## src/rtl/countdown_pkg.sv

```systemverilog
// Shared types and default geometry for the cascaded countdown timer.
// Imported by the timer top and its per-digit slice.
package countdown_pkg;

  localparam int DEF_WIDTH  = 4;
  localparam int DEF_DIGITS = 3;

  typedef enum logic [2:0] {
    IDLE,
    ARMED,
    RUNNING,
    PAUSED,
    DONE
  } timer_state_e;

endpackage

```

## src/rtl/countdown_digit.sv

```systemverilog
// One digit of the borrow chain.
// Computes the digit's next value from its current value.
module countdown_digit
  import countdown_pkg::*;
#(
  parameter int WIDTH = DEF_WIDTH
) (
  input  logic [WIDTH-1:0] digit_q,
  input  logic [WIDTH-1:0] digit_max,
  input  logic [WIDTH-1:0] load_value,
  input  logic             borrow_in,
  input  logic             load,
  input  logic             clr,
  output logic [WIDTH-1:0] digit,
  output logic             borrow_out,
  output logic             is_zero
);

  always_comb begin
    is_zero    = (digit_q == '0);
    borrow_out = borrow_in && is_zero;
    digit      = digit_q;
    if (clr) begin
      digit = '0;
    end else if (load) begin
      digit = (load_value > digit_max) ? digit_max : load_value;
    end else if (borrow_in) begin
      digit = is_zero ? digit_max : digit_q - 1'b1;
    end
  end

endmodule

```

## src/rtl/countdown_timer.sv

```systemverilog
// Cascaded multi-digit countdown timer with load, start,
// pause, clear and a one-cycle expiry pulse.
module countdown_timer
  import countdown_pkg::*;
#(
  parameter int WIDTH  = DEF_WIDTH,
  parameter int DIGITS = DEF_DIGITS
) (
  input  logic                    clk,
  input  logic                    rst,
  input  logic                    tick,
  input  logic                    load,
  input  logic [DIGITS*WIDTH-1:0] load_value,
  input  logic [DIGITS*WIDTH-1:0] digit_max,
  input  logic                    start,
  input  logic                    pause,
  input  logic                    clear,
  output logic [DIGITS*WIDTH-1:0] count,
  output logic                    running,
  output logic                    done,
  output logic                    expired
);

  timer_state_e state_q, state_d;
  logic [DIGITS*WIDTH-1:0] count_q, count_d, count_nx;
  logic expired_q, expired_d;

  logic [DIGITS-1:0] bin, bout, is_zero;
  logic ld_c, dec;
  logic all_zero, underflow;

  // Strict command priority: a higher command claims the
  // cycle even when the current state ignores it.
  always_comb begin
    ld_c = 1'b0;
    dec  = 1'b0;
    if (!clear) begin
      if (load) begin
        ld_c = (state_q != RUNNING);
      end else if (!start && !pause) begin
        dec = tick && (state_q == RUNNING);
      end
    end
  end

  for (genvar i = 0; i < DIGITS; i++) begin : g_dig
    if (i == 0) begin : g_lsd
      assign bin[i] = dec;
    end else begin : g_up
      assign bin[i] = bout[i-1];
    end
    countdown_digit #(.WIDTH(WIDTH)) u_dig (
      .digit_q    (count_q[i*WIDTH +: WIDTH]),
      .digit_max  (digit_max[i*WIDTH +: WIDTH]),
      .load_value (load_value[i*WIDTH +: WIDTH]),
      .borrow_in  (bin[i]),
      .load       (ld_c),
      .clr        (clear),
      .digit      (count_d[i*WIDTH +: WIDTH]),
      .borrow_out (bout[i]),
      .is_zero    (is_zero[i])
    );
  end

  assign all_zero  = &is_zero;
  assign underflow = bout[DIGITS-1];

  always_comb begin
    state_d   = state_q;
    expired_d = 1'b0;
    count_nx  = underflow ? '0 : count_d;
    if (clear) begin
      state_d = IDLE;
    end else if (load) begin
      if (state_q != RUNNING) state_d = ARMED;
    end else if (start) begin
      if (state_q == ARMED || state_q == PAUSED) begin
        state_d   = all_zero ? DONE : RUNNING;
        expired_d = all_zero;
      end
    end else if (pause) begin
      if (state_q == RUNNING) state_d = PAUSED;
    end else if (dec) begin
      if (count_nx == '0) begin
        state_d   = DONE;
        expired_d = 1'b1;
      end
    end
  end

  always_ff @(posedge clk) begin
    if (rst) begin
      state_q   <= IDLE;
      count_q   <= '0;
      expired_q <= 1'b0;
    end else begin
      state_q   <= state_d;
      count_q   <= count_nx;
      expired_q <= expired_d;
    end
  end

  assign count   = count_q;
  assign running = (state_q == RUNNING);
  assign done    = (state_q == DONE);
  assign expired = expired_q;

endmodule

```

## config.mk

```make
export PLATFORM = sky130hd
export DESIGN_NAME = countdown_timer
export DESIGN_NICKNAME = d
export VERILOG_FILES = /design/src/rtl/countdown_pkg.sv /design/src/rtl/countdown_digit.sv /design/src/rtl/countdown_timer.sv
export SDC_FILE = /design/constraint.sdc
export NUM_CORES = 1
export LEC_CHECK = 0
export ABC_AREA = 1
export BUFFER_PORTS_ARGS = -buffer_cell sky130_fd_sc_hd__buf_2
export CAP_MARGIN = 20
export CORE_MARGIN = 5
export CORE_UTILIZATION = 58
export CTS_CLUSTER_SIZE = 40
export DETAILED_ROUTE_END_ITERATION = 7
export PLACE_DENSITY_LB_ADDON = 0.12
export SETUP_SLACK_MARGIN = 0.4
export SYNTH_ARGS = -nofsm -noshare
export SYNTH_HDL_FRONTEND = slang
export SYNTH_SLANG_ARGS = --single-unit
```

## constraint.sdc

```tcl
create_clock -name clk -period 3.2 [get_ports clk]
set_input_delay 0.8 -clock clk [delete_from_list [all_inputs] [get_ports clk]]
set_output_delay 0.8 -clock clk [all_outputs]
set_load 0.01 [all_outputs]
```

==> metrics, run 1 <==
Syn Nets=356; CP Class=in2reg; initial antenna violation count=0; first-pass GRT wire length=7480 um; final setup violation count=0; mux contribution to synthesized area=0%; final worst slack=0.808 ns; CP arrival=2.58 ns; post-synth top area share=17.7%; final slew viol count=0; post-synthesis sequential area ratio=17.7%; via count=2043; post-route insts no fill=401; commonest cells in the netlist=nand2_1 (82), nand3_1 (58), inv_1 (46); Synth area leaders=dfxtp_1 (18%), nand2_1 (17%), nand3_1 (16%); htree depth=1; Area Overhead vs Synth=16.7%; Die Y=65.9 um; status=completed; fin crit share=74.8%; CTS tree=built; Cell Rows=20; Simple-Gate Fraction of Synth Area=51.7%; final clock skew=0.00907 ns; dominant synthesized flop cell=dfxtp_1; Post-CTS Setup Inserts=0; Max-slew headroom=64.2%; post-place setup slack=0.354 ns; Top Ports=46; Port Buffers=45; WL/cell=10.6 um; Synth Area in Compound Gates=7.05%; fin crit period=2.39 ns; Lkg Pwr=1.21 nW; DIE AREA=4340 um2; Initial Util=59.8%; CTS Sinks=16; die width=65.9 um; Clock transition at path regs=0.09 ns; DP HPWL=3570 um; Worst Setup End Kind=register; vias in the first global route=1821; largest net degree at the start of global routing=14; r2r setup slk=0.81 ns; Antenna diodes=0; layout cells sized above 1=21.3%; CTS Buf Count=3; drt pass-1 iters=6; adder-cell share of the synthesized area=10.4%; post-synthesis async set-or-reset flop share=0%; worst hold path class=reg2reg; actual slew at the worst max-slew pin=0.537 ns; Routed Antenna Nets=0; critical path launch point type=input port; Cell Count Post-Placement=397; Hold Buf Count CTS=0; CP Data Required Time=3.39 ns; RSZ-0062 raised after global routing=no; top-count cell post-synth=nand2_1; DR iter-0 viols=101; cts repair resizes=0; Cells after Synth=310; number of flops mapped to enable cells by yosys=0; largest family of logic cells by synthesized area=simple AND/OR/NAND/NOR gates; CP max FO=6; Final #Nets=404; Syn Area/Cell=5.84 um2; Post-Syn Area=1810 um2; #FFs+latches synth=16; DR vias/cell=5.09; YS warnings=0; clock buffer depth=2; maximum clock frequency=418 MHz; Layout Utilization=69.8%; latest clock arrival within the worst-skew pair=0.30 ns; Max VDD drop=0.145 mV; grt ovf=0; PD cells=280 nW/um2; Root Driver=clkbuf_4; RePlAce Congestion=0.860; leading area contributor after synthesis=dfxtp_1; gr usage total=21.1%; max-cap violations=0; setup_tns=0 ns; core area=3030 um2; post-synthesis xor/xnor area fraction=0.484%; routed wire length=4250 um; number of library cell types mapped by synthesis=27; # DRC=0; final hold violation count=0
-- cells by family after synthesis --
| group | Yosys count |
|---|---|
| AOI/OAI and AO/OA | 24 |
| xor gates and xnor gates | 1 |
| adders and majority gates | 15 |
| buffers and inverters | 56 |
| DFF | 16 |
| and+or+nand+nor | 198 |
-- power by group --
part	leakage (nW)	switching (W)	internal (W)
Sequential	0.130	0.00000867	0.000207
Combinational	1.06	0.000150	0.0000891
Clock	0.0210	0.0000680	0.0000694
Total	1.21	0.000226	0.000366
-- layout make-up --
class	instances	area [um2]
multi-input combinational	238	1260
fill	315	915
sequential	16	320
timing repair buffer	48	248
inverter	51	191
tap	44	55.1
clock buffer	4	36.3
-- layout by cell type (no fill, tap or decap), types with 9 or more instances in the layout --
| master | n |
|---|---|
| buf_2 | 45 |
| nor2_1 | 32 |
| ha_1 | 15 |
| o21ai_0 | 9 |
| inv_1 | 46 |
| nand3_1 | 58 |
| a21oi_1 | 12 |
| nand2_1 | 82 |
| dfxtp_1 | 16 |
-- worst max-delay path, cell delays in order --
cell     delay (ns)
buf_2          0.09
inv_1          0.05
ha_1           0.29
nand2_1        0.05
inv_1          0.06
nand2_1        0.05
nand2_1        0.12
nand2_1        0.12
o21ai_0        0.16
nand2_1        0.07
nand3_1        0.10
nand2_1        0.06
nor2_1         0.12
nand4_1        0.11
nand2_2        0.13
nand3_1        0.08
nand2_1        0.08
nor2_1         0.04
-- sequential cells by signal, summed over array words and instances, names as in the netlist --
register / flops
count: 12
state_q: 3
expired: 1
-- metrics by stage --
stage / power, W / instance area (um2) / hold WS, ns
3_5_place_dp: 0.000459 / 2070 / 0.530
3_3_place_gp: 0.000455 / 2070 / 0.513
2_1_floorplan: 0.000396 / 1810 / 0.494
6_report: 0.000592 / 2110 / 0.540
5_1_grt: 0.000646 / 2110 / 0.573
4_1_cts: 0.000592 / 2110 / 0.542
-- final timing paths --
check	start	to	cells after the start
max	digit_max[11]	state_q[0]$_SDFFE_PP0P_	18
min	state_q[2]$_SDFFE_PP0P_	state_q[2]$_SDFFE_PP0P_	2
max reg2reg	count[4]$_SDFF_PP0_	state_q[1]$_SDFFE_PP0P_	14
min reg2reg	state_q[2]$_SDFFE_PP0P_	state_q[2]$_SDFFE_PP0P_	2
-- metal layers --
layer | vias up | wire (um) | global-route usage, %
met5 | - | 0 | 0
met4 | 0 | 17 | 4.66
met3 | 3 | 301 | 2.04
met2 | 69 | 1960 | 36.7
met1 | 876 | 1970 | 28.1
li1 | 1095 | - | -
(Power assumes the default switching activity.)
==> inputs of run 2 (changes only) <==
--- a/config.mk
+++ b/config.mk
@@ -9,7 +9,7 @@
 export BUFFER_PORTS_ARGS = -buffer_cell sky130_fd_sc_hd__buf_2
 export CAP_MARGIN = 20
 export CORE_MARGIN = 5
-export CORE_UTILIZATION = 58
+export CORE_UTILIZATION = 49
 export CTS_CLUSTER_SIZE = 40
 export DETAILED_ROUTE_END_ITERATION = 7
 export PLACE_DENSITY_LB_ADDON = 0.12
==> constraint.sdc (replaced) <==
create_clock -name clk -period 2 [get_ports clk]
set_input_delay 0.5 -clock clk [delete_from_list [all_inputs] [get_ports clk]]
set_output_delay 0.5 -clock clk [all_outputs]
set_load 0.01 [all_outputs]
==> metrics, run 2 <==
largest net degree at the start of global routing=14; stop err=[ERROR DPL-0038] Utilization greater than 100%, impossible to legalize; die width=70.8 um (was 65.9 um); post-synth top area share=17.7% (unchanged); Port Buffers=45 (unchanged); Cells after Synth=310 (unchanged); number of library cell types mapped by synthesis=27 (unchanged); Top Ports=46 (unchanged); Die Y=70.8 um (was 65.9 um); CTS Sinks=16 (unchanged); number of flops mapped to enable cells by yosys=0 (unchanged); post-synthesis sequential area ratio=17.7% (unchanged); GRT repair_timing worst endpoint=state_q[2]$_SDFFE_PP0P_/D; Cell Count Post-Placement=477 (was 397); Post-Syn Area=1810 um2 (unchanged); CTS Buf Count=3 (unchanged); clock buffer depth=2 (unchanged); Synth area leaders=dfxtp_1 (18%), nand2_1 (17%), nand3_1 (16%) (unchanged); Cell Rows=22 (was 20); YS warnings=0 (unchanged); RePlAce Congestion=0.934 (was 0.860); htree depth=1 (unchanged); commonest cells in the netlist=nand2_1 (82), nand3_1 (58), inv_1 (46) (unchanged); last stage reached=global routing (5_1_grt); Initial Util=49.8% (was 59.8%); dominant synthesized flop cell=dfxtp_1 (unchanged); post-place setup slack=-0.488 ns (was 0.354 ns); Root Driver=clkbuf_8 (was clkbuf_4); Syn Area/Cell=5.84 um2 (unchanged); leading area contributor after synthesis=dfxtp_1 (unchanged); post-synthesis async set-or-reset flop share=0% (unchanged); DP HPWL=4450 um (was 3570 um); Syn Nets=356 (unchanged); worst endpoint pin kind=sequential cell input; status=did not finish (was completed); #FFs+latches synth=16 (unchanged); top-count cell post-synth=nand2_1 (unchanged)
==> run 2: what timing repair did <==
action | CTS
gates resized for setup | 95
endpoints found under the setup margin | 15
pin swaps | 60
setup buffers | 31
hold buffers | 0
==> run 2: logic make-up after synthesis <==
| family | Yosys count | share of synthesized area, % |
|---|---|---|
| AOI/OAI and AO/OA | 24 | 7.05 |
| xor gates and xnor gates | 1 | 0.484 |
| adders and majority gates | 15 | 10.4 |
| buffers and inverters | 56 | 12.7 |
| DFF | 16 | 17.7 |
| and+or+nand+nor | 198 | 51.7 |
==> run 2: per-stage QoR <==
stage | TNS [ns] | instance area (um2)
CTS | -0.0582 | 3440
detailed placement | -2.22 | 2810
global placement | -1.57 | 2810
floorplan | 0 | 1970
==> inputs of run 3 (changes only) <==
--- a/config.mk
+++ b/config.mk
@@ -9,11 +9,9 @@
 export BUFFER_PORTS_ARGS = -buffer_cell sky130_fd_sc_hd__buf_2
 export CAP_MARGIN = 20
 export CORE_MARGIN = 5
-export CORE_UTILIZATION = 49
-export CTS_CLUSTER_SIZE = 40
+export CORE_UTILIZATION = 40
 export DETAILED_ROUTE_END_ITERATION = 7
-export PLACE_DENSITY_LB_ADDON = 0.12
-export SETUP_SLACK_MARGIN = 0.4
+export PLACE_DENSITY_LB_ADDON = 0.15
 export SYNTH_ARGS = -nofsm -noshare
 export SYNTH_HDL_FRONTEND = slang
 export SYNTH_SLANG_ARGS = --single-unit
==> constraint.sdc (replaced) <==
create_clock -name clk -period 2.6 [get_ports clk]
set_input_delay 0.65 -clock clk [delete_from_list [all_inputs] [get_ports clk]]
set_output_delay 0.65 -clock clk [all_outputs]
set_load 0.01 [all_outputs]
==> metrics, run 3 (synthesis gave the netlist of run 1 again) <==
status=completed (was did not finish); Cell Rows=24 (was 22); drt pass-1 iters=5; largest net degree at the start of global routing=14; Final #Nets=413; CP Class=reg2reg; flip-flop and latch area=320 um2; post-place setup slack=-0.0472 ns (was -0.488 ns); Routed Antenna Nets=0; worst hold path class=reg2reg; Port Buffers=45 (unchanged); vias in the first global route=1887; finished layout cell area=2210 um2; CP Cell Sequence=inv_1 -> ha_1 -> nand2_2 -> nor2_4 -> nand4_4 -> buf_4 -> o21ai_0 -> nor2_1 -> nand2_1 -> nand2_1 -> nor2_1 -> nand4_1 -> nand2_2 -> nand3_1 -> nand2_1 -> nor2_1; die width=77.3 um (was 70.8 um); DP HPWL=4000 um (was 4450 um); slowest stage delay, CP=0.34 ns; latest clock arrival within the worst-skew pair=0.25 ns; Design Power=0.000804 W; Hold Startpoint=state_q[2]$_SDFFE_PP0P_; core area=4380 um2; Root Driver=clkbuf_8 (unchanged); RePlAce Congestion=0.887 (was 0.934); final clock skew=0.00130 ns; first-pass GRT wire length=8250 um; Cell Int Power=0.000511 W; max reg flops=12; Initial Util=41.3% (was 49.8%); DR iter-0 viols=82; CTS Sinks=16 (unchanged); CP startpoint=count[0]$_SDFF_PP0_; clock buffer depth=2 (unchanged); htree depth=1 (unchanged); DR vias/cell=4.99; gr usage total=15.8%; CP max FO=11; most frequent cells in the layout=nand2_1 (82), nand3_1 (58), inv_1 (46); RSZ-0062 raised after global routing=no; CTS tree=built; switching power=0.000293 W; Net Sw Frac=36.4%; critical path launch point type=register; max-cap violations=0; fin crit period=2.38 ns; CP Data Required Time=2.75 ns; DP Area=2150 um2 (was 2810 um2); final worst slack=0.223 ns; initial antenna violation count=0; Flop pwr share=33.1%; Hold Buf Count CTS=0 (unchanged); Post-CTS Setup Inserts=0 (was 31); via count=2086; fin crit share=91.4%; Top Ports=46 (unchanged); Lkg Pwr=1.26 nW; CP arrival=2.52 ns; maximum clock frequency=421 MHz; Filler cells=476; r2r setup slk=0.22 ns; Layout Utilization=50.5%; layout cells sized above 1=23.2%; grt ovf=0; CTS Buf Count=3 (unchanged); final slew viol count=0; Clock power frac=28.0%; Die Y=77.3 um (was 70.8 um); Max-slew headroom=69.3%; Max VDD drop=0.200 mV; Clock transition at path regs=0.07 ns; WL/cell=11.5 um; final hold violation count=0; # DRC=0; area of the multi-input gates=1270 um2; Crit-path slowest cell=dfxtp_1; Worst Setup End Kind=register; Reg2Reg Launch Point=count[0]$_SDFF_PP0_; most common cell after layout, fill and taps aside=nand2_1; final setup violation count=0; DIE AREA=5970 um2; Antenna diodes=0; Area Overhead vs Synth=22.3%; Comb pwr share=38.9%; routed wire length=4800 um; actual slew at the worst max-slew pin=0.461 ns; PD cells=363 nW/um2
-- run 3: repair_timing --
item | CTS | global route
resized for setup | 1 | 1
gates cloned | 0 | 0
setup endpoints to repair | 3 | 1
-- run 3: area by class of cell --
class	instances	area share [%]
sequential	16	14.5
tap	52	2.94
inverter	51	8.64
clock buffer	4	2.49
timing repair buffer	57	14.2
multi-input combinational	238	57.2
-- run 3: layer usage --
metal | GRT usage, % | up-vias | part of all wire, %
met5 | 0 | - | 0
met4 | 2.41 | 0 | 0.58
met3 | 3.40 | 2 | 5.5
met2 | 26.0 | 48 | 46
met1 | 21.5 | 918 | 48
li1 | - | 1118 | -
-- run 3: worst paths after layout --
check	cells past startpoint	end
setup / recovery	16	state_q[0]$_SDFFE_PP0P_
hold / removal	2	state_q[2]$_SDFFE_PP0P_
setup reg to reg	16	state_q[0]$_SDFFE_PP0P_
hold reg to reg	2	state_q[2]$_SDFFE_PP0P_
-- run 3: worst max-delay path, delay by kind of cell (launching register included) --
kind	cells	cell delay [ns]
compound gates	1	0.13
fa+ha+maj	1	0.19
buf+inv	2	0.29
flops	1	0.34
simple gates	12	1.32
-- run 3: metrics by stage --
| step | hold slack (ns) | std cells | TNS [ns] |
|---|---|---|---|
| floorplan | 0.494 | 310 | 0 |
| global placement | 0.518 | 414 | 0 |
| detailed placement | 0.527 | 414 | -0.140 |
| CTS | 0.534 | 418 | 0 |
| global route | 0.571 | 418 | 0 |
| finish | 0.530 | 418 | 0 |
-- run 3: power groups by stage --
stage | combinational, W | sequential (W) | clock, W
2_1_floorplan | 0.000214 | 0.000273 | 0
3_3_place_gp | 0.000309 | 0.000272 | 0
3_5_place_dp | 0.000311 | 0.000272 | 0
4_1_cts | 0.000313 | 0.000266 | 0.000231
5_1_grt | 0.000360 | 0.000268 | 0.000240
6_report | 0.000313 | 0.000266 | 0.000225
